$ cat src/rtl/if_fetch_unit.sv
// Instruction fetch unit: single outstanding request to instruction memory,
// one-entry skid buffer for IF/ID back-pressure, and redirect handling that
// drains a stale in-flight fetch before restarting at the branch target.
module if_fetch_unit #(
  parameter logic [7:0]  RESET_PC = 8'h00,
  parameter logic [31:0] NOP_WORD = 32'h0000_0000
) (
  input  logic        clk,
  input  logic        reset,
  output logic        imem_req,
  output logic [7:0]  imem_addr,
  input  logic        imem_ack,
  input  logic [31:0] imem_rdata,
  input  logic        stall,
  input  logic        redirect,
  input  logic [7:0]  redirect_pc,
  output logic [7:0]  pc_out,
  output logic [31:0] instruction,
  output logic        valid
);

  localparam int unsigned AW = 8;
  localparam int unsigned DW = 32;

  // RUN: request outstanding; HOLD: word parked in buffer; DRAIN: dropping a stale fetch
  localparam logic [1:0] S_RUN   = 2'b00;
  localparam logic [1:0] S_HOLD  = 2'b01;
  localparam logic [1:0] S_DRAIN = 2'b10;

  logic [1:0]    state,       state_n;
  logic [AW-1:0] fetch_pc,    fetch_pc_n;
  logic [AW-1:0] buf_pc,      buf_pc_n;
  logic [DW-1:0] buf_word,    buf_word_n;
  logic [AW-1:0] pend_pc,     pend_pc_n;
  logic [AW-1:0] pc_out_n;
  logic [DW-1:0] instruction_n;
  logic          valid_n;
  logic [AW-1:0] fetch_pc_inc;

  assign fetch_pc_inc = AW'(fetch_pc + AW'(1));

  // Request is masked during reset so memory never sees a fetch from a stale state
  assign imem_req  = !reset && (state != S_HOLD);
  assign imem_addr = fetch_pc;

  // State register and fetch datapath registers
  always_ff @(posedge clk) begin
    if (reset) begin
      state       <= S_RUN;
      fetch_pc    <= RESET_PC;
      buf_pc      <= '0;
      buf_word    <= NOP_WORD;
      pend_pc     <= '0;
      pc_out      <= RESET_PC;
      instruction <= NOP_WORD;
      valid       <= 1'b0;
    end else begin
      state       <= state_n;
      fetch_pc    <= fetch_pc_n;
      buf_pc      <= buf_pc_n;
      buf_word    <= buf_word_n;
      pend_pc     <= pend_pc_n;
      pc_out      <= pc_out_n;
      instruction <= instruction_n;
      valid       <= valid_n;
    end
  end

  // Next-state and next-output logic; redirect outranks stall and ack
  always_comb begin
    state_n       = state;
    fetch_pc_n    = fetch_pc;
    buf_pc_n      = buf_pc;
    buf_word_n    = buf_word;
    pend_pc_n     = pend_pc;
    pc_out_n      = pc_out;
    instruction_n = instruction;
    valid_n       = valid;

    if (redirect) begin
      valid_n       = 1'b0;
      instruction_n = NOP_WORD;
      unique case (state)
        S_RUN: begin
          if (imem_ack) begin
            fetch_pc_n = redirect_pc;
            state_n    = S_RUN;
          end else begin
            pend_pc_n  = redirect_pc;
            state_n    = S_DRAIN;
          end
        end
        S_HOLD: begin
          fetch_pc_n = redirect_pc;
          state_n    = S_RUN;
        end
        S_DRAIN: begin
          // Latest target wins; if the stale word lands now, jump straight there
          pend_pc_n = redirect_pc;
          if (imem_ack) begin
            fetch_pc_n = redirect_pc;
            state_n    = S_RUN;
          end
        end
        default: state_n = S_RUN;
      endcase
    end else begin
      unique case (state)
        S_RUN: begin
          if (imem_ack) begin
            fetch_pc_n = fetch_pc_inc;
            if (stall) begin
              buf_word_n = imem_rdata;
              buf_pc_n   = fetch_pc;
              state_n    = S_HOLD;
            end else begin
              instruction_n = imem_rdata;
              pc_out_n      = fetch_pc;
              valid_n       = 1'b1;
            end
          end else if (!stall) begin
            valid_n       = 1'b0;
            instruction_n = NOP_WORD;
          end
        end
        S_HOLD: begin
          if (!stall) begin
            instruction_n = buf_word;
            pc_out_n      = buf_pc;
            valid_n       = 1'b1;
            state_n       = S_RUN;
          end
        end
        S_DRAIN: begin
          if (!stall) begin
            valid_n       = 1'b0;
            instruction_n = NOP_WORD;
          end
          if (imem_ack) begin
            fetch_pc_n = pend_pc;
            state_n    = S_RUN;
          end
        end
        default: state_n = S_RUN;
      endcase
    end
  end

endmodule

$ cat config.mk
export PLATFORM = sky130hd
export DESIGN_NAME = if_fetch_unit
export DESIGN_NICKNAME = d
export VERILOG_FILES = /design/src/rtl/if_fetch_unit.sv
export SDC_FILE = /design/constraint.sdc
export NUM_CORES = 1
export LEC_CHECK = 0
export BUFFER_PORTS_ARGS = -buffer_cell sky130_fd_sc_hd__buf_2
export CAP_MARGIN = 20
export CORE_MARGIN = 2
export CORE_UTILIZATION = 48
export DETAILED_ROUTE_END_ITERATION = 10
export GPL_TIMING_DRIVEN = 0
export PLACE_DENSITY = 0.8
export SLEW_MARGIN = 20
export SYNTH_ARGS = -nofsm -noshare
export SYNTH_HDL_FRONTEND = slang
export SYNTH_SLANG_ARGS = --single-unit
$ cat constraint.sdc
create_clock -name clk -period 1.8 [get_ports clk]
set_clock_uncertainty 0.1 [all_clocks]
set_input_delay 0.09 -clock clk [delete_from_list [all_inputs] [get_ports clk]]
set_output_delay 0.09 -clock clk [all_outputs]
set_load 0.03 [all_outputs]
; After elaboration in Yosys (flattened, before gate mapping)
; Index checks and enable logic that the tools add are counted.
[totals]
ff_bits = 99
word_cells = 68
input_bits = 45
out_inout_bits = 50
[op_classes]
eq_ne = 14
mux = 29
n_reduce_logical = 15
bitwise = 1
n_addsub = 1
[op_table]
columns = cell, n
row1 = $mux 32, 4
row2 = $pmux 32 s3, 1
row3 = $mux 8, 8
row4 = $pmux 8 s2, 4
row5 = $ne 3x3->1 const B, 6
row6 = $mux 2, 6
row7 = $reduce_and 5->1, 2
row8 = $reduce_and 3->1, 3
row9 = $add 8x1->8 const B, 1
row10 = $ne 2x2->1 const B, 4
row11 = $pmux 2 s3, 1
row12 = $reduce_bool 3->1, 2
row13 = $pmux 2 s2, 1
row14 = $reduce_and 4->1, 1
row15 = $reduce_bool 2->1, 2
row16 = $reduce_or 2->1, 2
row17 = $mux 1, 3
row18 = $ne 3x2->1 const B, 1
row19 = $pmux 1 s3, 1
row20 = $eq 2x1->1 const B, 1
row21 = $eq 2x2->1 const B, 1
row22 = $logic_not 2->1, 1
row23 = $ne 2x1->1 const B, 1
row24 = $logic_and 1x1->1, 1
row25 = other kinds (2), 2

; Longest topological paths before layout
; Gate-level depths: netlist of the first run.
[logic_depth]
ltp_word = 4
mapped_depth = 9
mapped_depth_nobuf = 6

; Least setup slack after synthesis of the first run
; OpenSTA, ideal clock, no wires.
[synth_path]
path_type = flip-flop to flip-flop
startpoint = register fetch_pc[0], in the netlist imem_addr[0]
endpoint = register fetch_pc[6], in the netlist imem_addr[6]
required_time_ns = 1.558
period_less_slack_ns = 1.860
arrival_ns = 1.618
setup_time_ns = 0.142
slack_ns = -0.060
path_buffers = 0
path_stages_with_launch = 6
path_cell_list = dfxtp_1 -> ha_1 -> nand4_1 -> mux2_2 -> a221oi_1 -> a211oi_1
[synth_between]
elab_chain_cells = 4
[synth_lines]
columns = item, line
row1 = "start, declared", 31  ; logic [AW-1:0] fetch_pc, fetch_pc_n;
row2 = "start signal, assigned", 59  ; fetch_pc <= fetch_pc_n;
row3 = $add 8x1->8, 40  ; assign fetch_pc_inc = AW'(fetch_pc + AW'(1));
row4 = $mux 8, 110  ; if (imem_ack) begin
row5 = $pmux 8 s2, 108  ; unique case (state)
row6 = $mux 8, 80  ; if (redirect) begin
; Every way passes these cells. The select of a mux whose other input is x is not followed.
; A chain may end at the register's enable or synchronous reset.

; Worst setup path after layout of the first run
[layout_path]
startpoint = register state[1]
endpoint = register instruction[23]
[layout_between]
elab_chain_cells = 3
elab_cells_between_ends = 8
cone_classes = eq/ne: 4 / mux: 1 / reduce/logical: 3
[layout_lines]
columns = item, line
row1 = "start, declared", 30  ; logic [1:0] state, state_n;
row2 = "start signal, assigned", 58  ; state <= state_n;
row3 = "$eq 2x1->1, or another cell as far along", 108
row4 = "$ne 2x2->1 (no source line), or another cell as far along", --
row5 = $reduce_and 3->1 (no source line), --
row6 = "end signal, assigned", 64  ; instruction <= instruction_n;
row7 = "end, declared", 18  ; output logic [31:0] instruction,
; Parallel ways exist; a longest one is shown, timed or not.

==> results.toml, run 1 <==
[run_status]
outcome = "finished, final reports clean"

[sta]
setup_viol = 0
whs_ns = 0.0132
finalHoldViolCount = 0
drv_slew = 0
tns_ns = 0
relSlewSlack_pct = 63.0
timing.fmax_mhz = 563
worst_pin_slew_ns = 0.555
period_needed_ns = 1.78
fin_crit_sh_pct = 98.8

[global_routing]
grt_usage_pct = 23.5
grt_first_pass_wirelength_mm = 18.3
grt_max_degree = 20
grt-ovfl-total = 0
antenna_found_initial = 0
grt_pass1_vias = 3831

[clocking]
cts_num_sinks = 99
clock_path_buffers = 2
clk_pin_slew_ns = 0.10
cts_root_buf = "clkbuf_8"
cts_made_buffers = 9
tritoncts = "yes"
h-tree-depth = 3
clock_latency_ns = 0.37

[drt]
wire_per_inst_um = 16.3
via_count = 4211
ant_nets = 0
avgViaCountPerCell = 5.64
drcViolationCount = 0
first_iter_violations = 261
wl_mm = 12.2
first_pass_iters = 5

[synthesis]
avgSynthCellArea_um2 = 8.81
synth_edf_count = 0
syn-instance-count = 478
ys_ff_latch = 99
ys_top_cells_by_area = "dfxtp_1 (47%), nand2_1 (8.6%), o2bb2ai_1 (6.7%)"
yosysTopAreaCell = "dfxtp_1"
synth_top_family_by_area = "compound AO/OA/AOI/OAI gates"
synth-compound-area-share_pct = 25.6
syn-num-nets = 528
ys.flop_type = "dfxtp_1"
synth_seq_area_share_pct = 47.1
synthAdderAreaFrac_pct = 1.49
synth-simple-area-share_pct = 15.1
synth-warning-count = 0
synthMuxAreaShare_pct = 5.26
netlist.area_leader.share_pct = 47.1
ys_async_sr_fraction_pct = 0
synth.most_common_cell = "dfxtp_1"
synth_cell_types = 43
synthXorXnorAreaFrac_pct = 0.208
synth_commonest_cells = "dfxtp_1 (99), nand2_1 (96), a21oi_1 (53)"
syn_area_mm2 = 0.00421

[layout]
seq_area_mm2 = 0.00199
area_delta_synth_final_pct = 35.1
antenna_cells = 0
multi_input_area_mm2 = 0.00210
drive_gt1_share_pct = 28.2
fin_nets = 683
fillers = 666
final_cells = 746

[power_and_ir_drop]
finalPower_w = 0.00454
powerDensity_mw_per_mm2 = 798
p_leak_nw = 2.29
ir_drop_mv = 0.364

[flow_run]
cap_viol_max_count = 0

[die]
core.rowCount = 34
start_util_pct = 49.0
die_w_um = 97.6
io_pins = 95
coreArea_mm2 = 0.00859
die_height_um = 97.6
die_area_mm2 = 0.00953

[critical_path]
cp_data_arrival_time_ns = 1.98
path_common_cell = "buf_6"
path_class = "flop to flop"
cp-start-kind = "flop"
r2r_end = "instruction[23]"
ff2ff_path_depth = 8
critPathSlowestCell = "dfxtp_2"
path_cells = "inv_2, ha_4, buf_6, or2_4, a21boi_4, buf_6, buf_6, o2bb2ai_1"
ff2ff_setup_slack_ns = 0.02
required_ns = 2.00
critPathCaptureType = "flop"
r2r_start = "state[1]"
crit_fanout = 10
slowest_delay_ns = 0.38

[min_path]
min_from = "imem_ack"
min_to = "state[1]"
min_path_type = "input port to flop"
whs_path_depth = 4

[place]
post-place-cells = 676
routabilityCongestion = 0.805
portBuffers = 90
post-dp-hpwl_mm = 7.66
## logic make-up (layout without fill, tap and decap cells)
group,Yosys count,after routing
fa+ha+maj,5,5
simple gates,150,150
mux,22,22
compound gates,154,154
xor+xnor,1,1
buf+inv,47,207
flops,99,99
## how the worst max path moves through the flow
stage,startpoint,end,cells past startpoint
5_1_grt,state[1],instruction[29],7
3_5_place_dp,state[0],instruction[28],7
6_report,state[1],instruction[23],8
4_1_cts,state[0],imem_addr[4],7
2_1_floorplan,state[0],instruction[0],7
3_3_place_gp,state[0],instruction[18],7
## through the flow
step	setup WS, ns	utilization (%)	area [um^2]
after detailed placement	-0.312	55.8	4800
final	0.0225	66.2	5690
after CTS	-0.0400	64.1	5500
after global placement	-0.192	55.8	4800
after global routing	-0.0265	66.2	5690
after floorplan	0.0511	-	4210
## cell type report
class / count / share of cell area [%]
plain buffers: 42 / 4.91
clock buffers: 10 / 2.24
clock inverters: 6 / 0.858
inverters: 4 / 0.264
multi-input cells: 332 / 37.0
flip-flops and latches: 99 / 35.1
well taps: 108 / 2.38
repair buffers: 145 / 17.3
## report_power, final
group / switching (W) / internal [W]
logic: 0.000489 / 0.000360
clock network: 0.000821 / 0.000521
registers: 0.0000734 / 0.00228
## what timing repair did
item | 4_1_cts | 5_1_grt
resized for setup | 29 | 48
pin swaps | 3 | 9
endpoints found under the setup margin | 91 | 89
setup buffers | 6 | 6
endpoints found under the hold margin | 76 | 0
hold buffers | 41 | 0
gates cloned | 1 | 1
## cells in the final DEF (no fill, tap or decap), types with 3 or more instances in the layout
cell type / synthesis / final
nor2b_1: 5 / 4
dlygate4sd3_1: 0 / 41
a22oi_2: 0 / 3
clkbuf_8: 0 / 9
buf_6: 2 / 12
o21ai_0: 8 / 8
nand2_1: 96 / 96
ha_1: 5 / 3
nand3_1: 5 / 4
o2bb2ai_1: 32 / 32
mux2i_1: 21 / 21
a22oi_1: 32 / 29
a211oi_1: 14 / 14
clkbuf_1: 20 / 8
buf_2: 17 / 98
clkbuf_4: 0 / 3
dfxtp_4: 0 / 3
dfxtp_1: 99 / 95
clkbuf_2: 0 / 8
nor2_1: 26 / 26
nand2b_1: 5 / 4
buf_4: 2 / 16
a21oi_1: 53 / 51
## sequential cells by signal (all words and copies together), names as in the netlist, named ones only
signal / flops
buf_pc: 8
pc_out: 8
instruction: 32
pend_pc: 8
imem_addr: 8
state: 2
buf_word: 32
## per-layer routing
| metal | GRT usage, % | wire (um) | share of wire (%) | vias to the layer above |
|---|---|---|---|---|
| li1 | - | - | - | 2006 |
| met5 | 0 | 0 | 0 | - |
| met4 | 10.8 | 328 | 2.7 | 0 |
| met3 | 2.95 | 688 | 5.7 | 33 |
| met2 | 39.1 | 5950 | 49 | 176 |
| met1 | 30.5 | 5200 | 43 | 1996 |
## worst max-delay path: cells and delay by family (launching register included)
kind                     cells  cell delay [ns]
AND/OR/NAND/NOR              1             0.26
AO/OA/AOI/OAI                2             0.29
buffers and inverters        4             0.51
flip-flops                   1             0.38
adder cells (fa/ha/maj)      1             0.18
Power figures use the tool's default switching activity.
==> inputs of run 2 (changes only) <==
Settings changed: CORE_UTILIZATION 48 to 50, CTS_BUF_LIST from default to sky130_fd_sc_hd__clkbuf_4, PLACE_DENSITY 0.8 to 0.83, RECOVER_POWER from default to 50.
Clock period 1.8 ns to 1.44 ns, I/O delays scaled along.
==> results.toml, run 2 (synthesis results as in run 1) <==
[die]
io_pins = 95
die_height_um = 95.8
die_w_um = 95.8
coreArea_mm2 = 0.00818
core.rowCount = 33
start_util_pct = 51.5
die_area_mm2 = 0.00917

[sta]
fin_ws_ns = -0.460
period_needed_ns = 1.90
fin_crit_sh_pct = 132
whs_ns = 0.0647
worst_pin_slew_ns = 0.788
rsz0062_at_grt = "yes"
setup_viol = 100
relSlewSlack_pct = 47.5
finalHoldViolCount = 0
drv_slew = 0
timing.fmax_mhz = 526

[critical_path]
required_ns = 1.74
cp_data_arrival_time_ns = 2.20
cp-start-kind = "flop"
path_class = "flop to flop"
critPathCaptureType = "flop"
slowest_delay_ns = 0.39
crit_fanout = 7
crit_family = "simple AND/OR/NAND/NOR gates"
critPathSlowestCell = "dfxtp_4"
path_common_cell = "buf_12"
path_buf_inv = 4
path_cells = "inv_4, ha_4, nor2b_4, and3_4, buf_12, buf_12, buf_16, nand2_1, a21oi_2"

[clocking]
tritoncts = "yes"
h-tree-depth = 3
cts_made_buffers = 9
cts_root_buf = "clkbuf_4"
clock_path_buffers = 2
cts_num_sinks = 99
clk_pin_slew_ns = 0.16
clock_latency_ns = 0.49

[layout]
final_cell_mix = "dfxtp_1 (90), buf_2 (68), nand2_1 (45), dlygate4sd3_1 (42), a21oi_2 (35)"
antenna_cells = 0
area_delta_synth_final_pct = 71.6
fillers = 324
reg.largest.list = "buf_word (32), instruction (32)"
final_cells = 777
mostFrequentLayoutCell = "dfxtp_1"
drive_gt1_share_pct = 56.7
fin_nets = 718
stdcell_area_mm2 = 0.00722

[global_routing]
grt_max_degree = 17
grt-ovfl-total = 0
grt_pass1_vias = 4722
grt_usage_pct = 35.9
grt_first_pass_wirelength_mm = 25.1
antenna_found_initial = 0

[drt]
wire_per_inst_um = 26.7
via_count = 5227
met3WireLength_mm = 2.21
drcViolationCount = 0
first_iter_violations = 663
first_pass_iters = 6
ant_nets = 0
drt-met1-wl_mm = 7.42
highest_layer = "met4"
routed-wl-met2_mm = 9.45
wl_mm = 20.7
avgViaCountPerCell = 6.73

[run_status]
violations = "setup timing"
outcome = "finished, violations left"

[min_path]
min_path_type = "input port to flop"

[place]
post_dp_cell_area_mm2 = 0.00496
portBuffers = 90
routabilityCongestion = 0.845
post-dp-hpwl_mm = 7.78
post-place-cells = 673

[power_and_ir_drop]
p_leak_nw = 2.83
ir_drop_mv = 0.556
powerDensity_mw_per_mm2 = 936

[flow_run]
cap_viol_max_count = 0
-- run 2: path summary, 6_finish.rpt --
kind,from,to,slack [ns],depth (start not counted)
setup / recovery,state[1],buf_word[3],-0.46,9
hold / removal,stall,flop,0.06,3
setup reg to reg,state[1],buf_word[3],-0.46,9
hold reg to reg,instruction[4],instruction[4],0.39,1
-- run 2: tightest hold or removal path: cells and delay by family --
family | cells | cell delay, ns
buffers and inverters | 1 | 0.22
AOI/OAI and AO/OA | 1 | 0.25
and+or+nand+nor | 1 | 0.06
-- run 2: report_power, final --
group | switching [W] | internal, W
logic | 0.000960 | 0.000705
clock network | 0.00106 | 0.00105
registers | 0.000130 | 0.00285
total | 0.00215 | 0.00461
-- run 2: area by class of cell --
| type | count | area (um^2) | share of cell area [%] |
|---|---|---|---|
| sequential | 99 | 2000 | 27.7 |
| multi-input combinational | 332 | 3030 | 41.9 |
| timing repair buffer | 181 | 1430 | 19.8 |
| inverter | 4 | 20.0 | 0.277 |
| tap | 105 | 131 | 1.82 |
| clock buffer | 9 | 67.6 | 0.936 |
| buffer | 41 | 403 | 5.58 |
| clock inverter | 6 | 136 | 1.89 |
-- run 2: timing repair --
| action | in CTS | in global routing |
|---|---|---|
| hold endpoints to repair | 86 | 0 |
| pin swaps | 54 | 52 |
| buffers inserted | 26 | 15 |
| endpoints found under the setup margin | 100 | 103 |
| cloned | 12 | 0 |
| resized for setup | 154 | 155 |
| hold buffers | 42 | 0 |
-- run 2: layer usage --
metal	vias up	track usage (%)
met3	181	7.67
met2	503	59.3
li1	2082	-
met1	2461	44.8
met4	0	16.9
met5	-	0
-- run 2: per-stage QoR --
| stage | utilization (%) | power [W] | worst slack [ns] | TNS (ns) |
|---|---|---|---|---|
| 4_1_cts | 80.8 | 0.00625 | -0.299 | -21.89 |
| 3_5_place_dp | 60.7 | 0.00389 | -0.385 | -23.61 |
| 5_1_grt | 88.3 | 0.00689 | -0.501 | -37.10 |
| 2_1_floorplan | - | 0.00361 | -0.142 | -6.30 |
| 6_report | 88.3 | 0.00676 | -0.460 | -34.42 |
| 3_3_place_gp | 60.7 | 0.00385 | -0.338 | -20.80 |
